$ cat config.mk
export PLATFORM = sky130hd
export DESIGN_NAME = interdevice_tx_arbiter
export DESIGN_NICKNAME = d
export VERILOG_FILES = /design/src/rtl/interdevice_tx_arbiter.sv
export SDC_FILE = /design/constraint.sdc
export NUM_CORES = 1
export LEC_CHECK = 0
export CORE_AREA = 2 2 108 110
export CTS_CLUSTER_DIAMETER = 200
export DETAILED_ROUTE_END_ITERATION = 12
export DIE_AREA = 0 0 110 112
export PLACE_DENSITY = 0.58
export RECOVER_POWER = 25
export SKIP_LAST_GASP = 1
export SLEW_MARGIN = 20
export SYNTH_ARGS = -nofsm -noshare
export SYNTH_HDL_FRONTEND = slang
export SYNTH_SLANG_ARGS = --single-unit
$ cat constraint.sdc
create_clock -name clk -period 4.5 [get_ports clk]
set_clock_uncertainty 0.05 [all_clocks]
set_input_delay 0.45 -clock clk [delete_from_list [all_inputs] [get_ports clk]]
set_output_delay 0.45 -clock clk [all_outputs]
set_load 0.005 [all_outputs]
$ cat src/rtl/interdevice_tx_arbiter.sv
// interdevice_tx_arbiter: packet-granular round-robin sharing of the tx link.
// Optional stall watchdog enabled by defining INTERDEVICE_ARB_TIMEOUT_EN.
module interdevice_tx_arbiter #(
    parameter int NUM_REQ    = 3,
    parameter int FLIT_WIDTH = 64,
    parameter int TIMEOUT    = 256
) (
    input  logic                          clk,
    input  logic                          rst_n,
    input  logic [NUM_REQ-1:0]            in_valid,
    input  logic [NUM_REQ*FLIT_WIDTH-1:0] in_flit,
    input  logic [NUM_REQ-1:0]            in_last,
    output logic [NUM_REQ-1:0]            in_ready,
    output logic                          out_valid,
    output logic [FLIT_WIDTH-1:0]         out_flit,
    output logic                          out_last,
    input  logic                          out_ready,
    output logic [NUM_REQ-1:0]            grant,
    output logic                          busy,
    output logic                          timeout_err
);
    localparam int          PW   = $clog2(NUM_REQ);
    localparam logic [PW:0] NREQ = (PW+1)'(NUM_REQ);

    typedef enum logic {IDLE, BUSY} state_t;

    state_t             state_q, state_d;
    logic [NUM_REQ-1:0] grant_q, grant_d;
    logic [PW-1:0]      rr_ptr_q, rr_ptr_d;
    logic               hs;
    logic               expire;
    logic               pick_found;
    logic [PW-1:0]      pick_idx;
    logic [PW:0]        cand;

    // Search from rr_ptr upward; wrap by explicit compare for non-pow2 counts
    always_comb begin
        pick_found = 1'b0;
        pick_idx   = '0;
        cand       = '0;
        for (int k = 0; k < NUM_REQ; k++) begin
            cand = {1'b0, rr_ptr_q} + (PW+1)'(k);
            if (cand >= NREQ) begin
                cand = cand - NREQ;
            end
            if (!pick_found && in_valid[cand[PW-1:0]]) begin
                pick_found = 1'b1;
                pick_idx   = cand[PW-1:0];
            end
        end
    end

    always_ff @(posedge clk or negedge rst_n) begin
        if (!rst_n) begin
            state_q  <= IDLE;
            grant_q  <= '0;
            rr_ptr_q <= '0;
        end else begin
            state_q  <= state_d;
            grant_q  <= grant_d;
            rr_ptr_q <= rr_ptr_d;
        end
    end

    always_comb begin
        state_d  = state_q;
        grant_d  = grant_q;
        rr_ptr_d = rr_ptr_q;
        unique case (state_q)
            IDLE: begin
                if (pick_found) begin
                    state_d  = BUSY;
                    grant_d  = NUM_REQ'(1) << pick_idx;
                    rr_ptr_d = (pick_idx == PW'(NUM_REQ - 1)) ? '0
                                                              : pick_idx + PW'(1);
                end
            end
            BUSY: begin
                if ((hs && out_last) || expire) begin
                    state_d = IDLE;
                    grant_d = '0;
                end
            end
        endcase
    end

    // grant_q is zero outside BUSY, so it alone gates the pass-through
    always_comb begin
        out_valid = 1'b0;
        out_flit  = '0;
        out_last  = 1'b0;
        in_ready  = '0;
        for (int i = 0; i < NUM_REQ; i++) begin
            if (grant_q[i]) begin
                out_valid   = in_valid[i];
                out_flit    = in_flit[i*FLIT_WIDTH +: FLIT_WIDTH];
                out_last    = in_last[i];
                in_ready[i] = out_ready;
            end
        end
    end

    assign hs    = out_valid & out_ready;
    assign grant = grant_q;
    assign busy  = (state_q == BUSY);

`ifdef INTERDEVICE_ARB_TIMEOUT_EN
    localparam int CW = $clog2(TIMEOUT + 1);

    logic [CW-1:0] stall_q, stall_d;
    logic          timeout_err_q;

    // Counts no-handshake BUSY cycles; zero whenever not BUSY
    always_comb begin
        stall_d = '0;
        expire  = 1'b0;
        if (state_q == BUSY && !hs) begin
            if (stall_q == CW'(TIMEOUT - 1)) begin
                expire = 1'b1;
            end else begin
                stall_d = stall_q + CW'(1);
            end
        end
    end

    always_ff @(posedge clk or negedge rst_n) begin
        if (!rst_n) begin
            stall_q       <= '0;
            timeout_err_q <= 1'b0;
        end else begin
            stall_q       <= stall_d;
            timeout_err_q <= expire;
        end
    end

    assign timeout_err = timeout_err_q;
`else
    assign expire      = 1'b0;
    assign timeout_err = 1'b0;
`endif

endmodule

==> summary.md <==
| Metric | Value |
|---|---|
| GP Congestion | `just under 1` |
| Crit-path slowest cell | `clkbuf_2` |
| Crit Path Max Fanout | `70` |
| Post-cts resize count | `0` |
| Post-Synthesis Cell Area | `about 1800 sq um` |
| CTS Root Cell | `clkbuf_16` |
| CTS Hold Bufs | `0` |
| Antenna Cells | `0` |
| CP arrival | `2.89 ns` |
| Die H | `between 100 and 150 um` |
| RSZ-0062 raised after global routing | `false` |
| Total power | `~0.0022 W` |
| Place WS | `roughly 1.5 ns` |
| Setup TNS | `0 ns` |
| Largest net degree at the start of global routing | `about 140` |
| Outcome | `finished with violations` |
| HP Class | `in -> async` |
| Die area | `approximately 12000 sq um` |
| Met2 WL | `between 5000 and 6000 um` |
| Via count of the first global-routing pass | `approximately 3200` |
| Length of routed wiring on met1 | `4125 um` |
| Leading cell types in the layout, fill and taps excluded | `clkdlybuf4s50_1, o21ai_0, nand2_1` |
| Peak supply drop | `261.9 uV` |
| Final worst path period need | `3.387 ns` |
| Syn_area_per_cell | `between 6 and 7 sq um` |
| Maxcap violations | `1` |
| Fin. max-slew vios | `57` |
| Post-route ant nets | `0` |
| Final Hold Viols | `0` |
| First-pass GRT wire length | `15520 um` |
| Power Dens Cells | `between 400 and 500 nW/um^2` |
| Worst setup SP type | `register` |
| Leakage | `approximately 1.6 nW` |
| Crit path buf inv count | `2` |
| Worst-margin pin slew | `roughly 1.6 ns` |
| Clock Sinks | `6` |
| DRC violations left | `0` |
| PortBufs | `273` |
| Final instance area | `4679 sq um` |
| First-pass iteration count of the detailed router | `4` |
| Final setup violation count | `0` |
| Syn nets | `roughly 500` |
| Layout area overhead | `159.7%` |
| FP Rows | `39` |
| Initial antenna violation count | `0` |
| Final WS setup | `1.113 ns` |
| Routed length on met3 | `roughly 1200 um` |
| Worst path top cell family by delay | `buffers and inverters` |
| DRT Wirelength | `around 11000 um` |
| H-tree Lvls | `1` |
| Clk buf depth | `2` |
| Failing checks | `max-capacitance violations, max-slew violations` |
| Synth cell types | `39` |
| Detailed-route wire length per cell | `roughly 15 um` |
| Total CTS buffers | `3` |
| Worst setup path class | `reg -> out` |
| Gr usage total | `15.59%` |
| Cell Area, Placed | `between 4000 and 5000 sq um` |
| Register area share after synthesis | `~8.3%` |
| Period Utilization, post-route | `75.27%` |
| Nets | `~750` |
| Flops & latches, synth | `6` |
| Peak Freq | `295.2 MHz` |
| Layout cell share with drive strength beyond 1 | `under 10%` |
| CP Data Required Time | `~4.0 ns` |
| Register clock-pin slew on the reported worst setup and hold paths | `0.03 ns` |
| Chip width | `around 110 um` |
| Initial core utilization | `between 10% and 20%` |
| CP Cell Sequence | `clkbuf_2 > a22oi_1 > o21ai_0 > clkdlybuf4s50_1` |
| Post-DP HPWL | `about 8600 um` |
| Max transition margin | `-6.711%` |
| Gr ovfl total | `0` |
| Cells after synthesis | `about 300` |
| Core Region | `about 11000 sq um` |
| Synth warnings | `0` |
| DR vias/cell | `approximately 4.7` |
| Detailed Route Iter0 Violations | `roughly 120` |
| # IOs | `between 200 and 300` |
| Crit. End Element | `primary output` |
| Post-CTS Setup Inserts | `0` |
| Worst-Skew Late Latency | `about 0.22 ns` |
| Commonest non-fill, non-tap cell in the layout | `clkdlybuf4s50_1` |
| CTS tree | `done` |
| CP max stage delay | `1.05 ns` |
| Vias post-DR | `3194` |
| Highest Signal Layer | `met4` |
-- worst register-to-register path, stage by stage (launching register included) --
cell and delay, ns:
dfrtp_2 0.38, clkbuf_2 1.05, a221oi_1 0.27, a21oi_1 0.25, nand4_1 0.21, a32o_2 0.31
-- metal layers --
layer,GRT usage [%],vias to the layer above
met2,28.92,179
li1,-,1588
met5,0,-
met4,3.460,0
met3,3.747,12
met1,17.62,1415
-- cell families (layout without fill, tap and decap cells) --
group | Yosys count | in the layout | share of synthesized area, %
AO/OA/AOI/OAI | 154 | 154 | 55.35
adder cells (fa/ha/maj) | 4 | 4 | 2.778
buffers and inverters | 39 | 286 | 9.722
flip-flops | 6 | 6 | 8.333
multiplexers | 5 | 5 | 2.778
other | 1 | 1 | 0.2081
AND/OR/NAND/NOR | 85 | 85 | 20.83
-- registers in the layout, indices dropped and copies added, names as in the netlist --
signal    cells
rr_ptr_q      2
busy          1
grant         3
-- final cells by class --
| type | count | area [sq um] |
|---|---|---|
| Multi-Input combinational cell | 249 | 1471 |
| Timing Repair Buffer | 277 | 2780 |
| Fill cell | 1131 | 6495 |
| Clock buffer | 3 | 75.07 |
| Inverter | 6 | 22.52 |
| Tap cell | 143 | 178.9 |
| Sequential cell | 6 | 151.4 |
-- cells in the mapped netlist (all sizes together) --
master,n,share of area [%]
nor3,1,0.28
mux2i,5,2.8
clkbuf,25,5.2
a21oi,6,1.9
o21a,1,0.42
or2,2,0.83
a21boi,3,1.2
a22o,2,1.0
nand2,66,14
a221oi,2,0.97
nand3b,3,1.2
o211ai,1,0.42
conb,1,0.21
a32o,2,1.2
and2,4,1.4
a31o,2,0.97
inv,6,1.2
ha,4,2.8
dfrtp,6,8.3
o21ai,67,19
buf,8,3.3
nor2,4,0.83
a22oi,63,26
a211o,1,0.49
o221ai,2,0.97
nor3b,1,0.69
nor2b,3,1.5
a21o,1,0.49
nand4,1,0.35
o21bai,1,0.42
-- power by group --
group          internal [W]  switching, W
combinational       0.00110      0.000805
sequential        0.0000749     0.0000707
clock              0.000114     0.0000266
total               0.00129      0.000902
-- per-stage QoR --
stage          hold slack, ns  utilization, %  cells
6_report               0.4817           41.88    684
4_1_cts                0.4203           41.73    683
3_5_place_dp           0.5006           41.06    680
2_1_floorplan          0.1044               -    294
5_1_grt                0.5100           41.88    684
3_3_place_gp           0.4862           41.06    680
-- path summary, 6_finish.rpt --
kind / end / start / slack [ns] / cells after the start
worst min register to register: rr_ptr_q[1] / rr_ptr_q[1] / 0.50 / 1
min in group clk: rr_ptr_q[1] / rr_ptr_q[1] / 0.50 / 1
worst max register to register: grant[0] / grant[1] / 1.87 / 5
worst max-delay path: out_flit[59] / grant[1] / 1.11 / 4
max in group asynchronous: grant[1] / rst_n / 3.69 / 1
worst min-delay path: grant[2] / rst_n / 0.48 / 1
(Power assumes the default switching activity.)
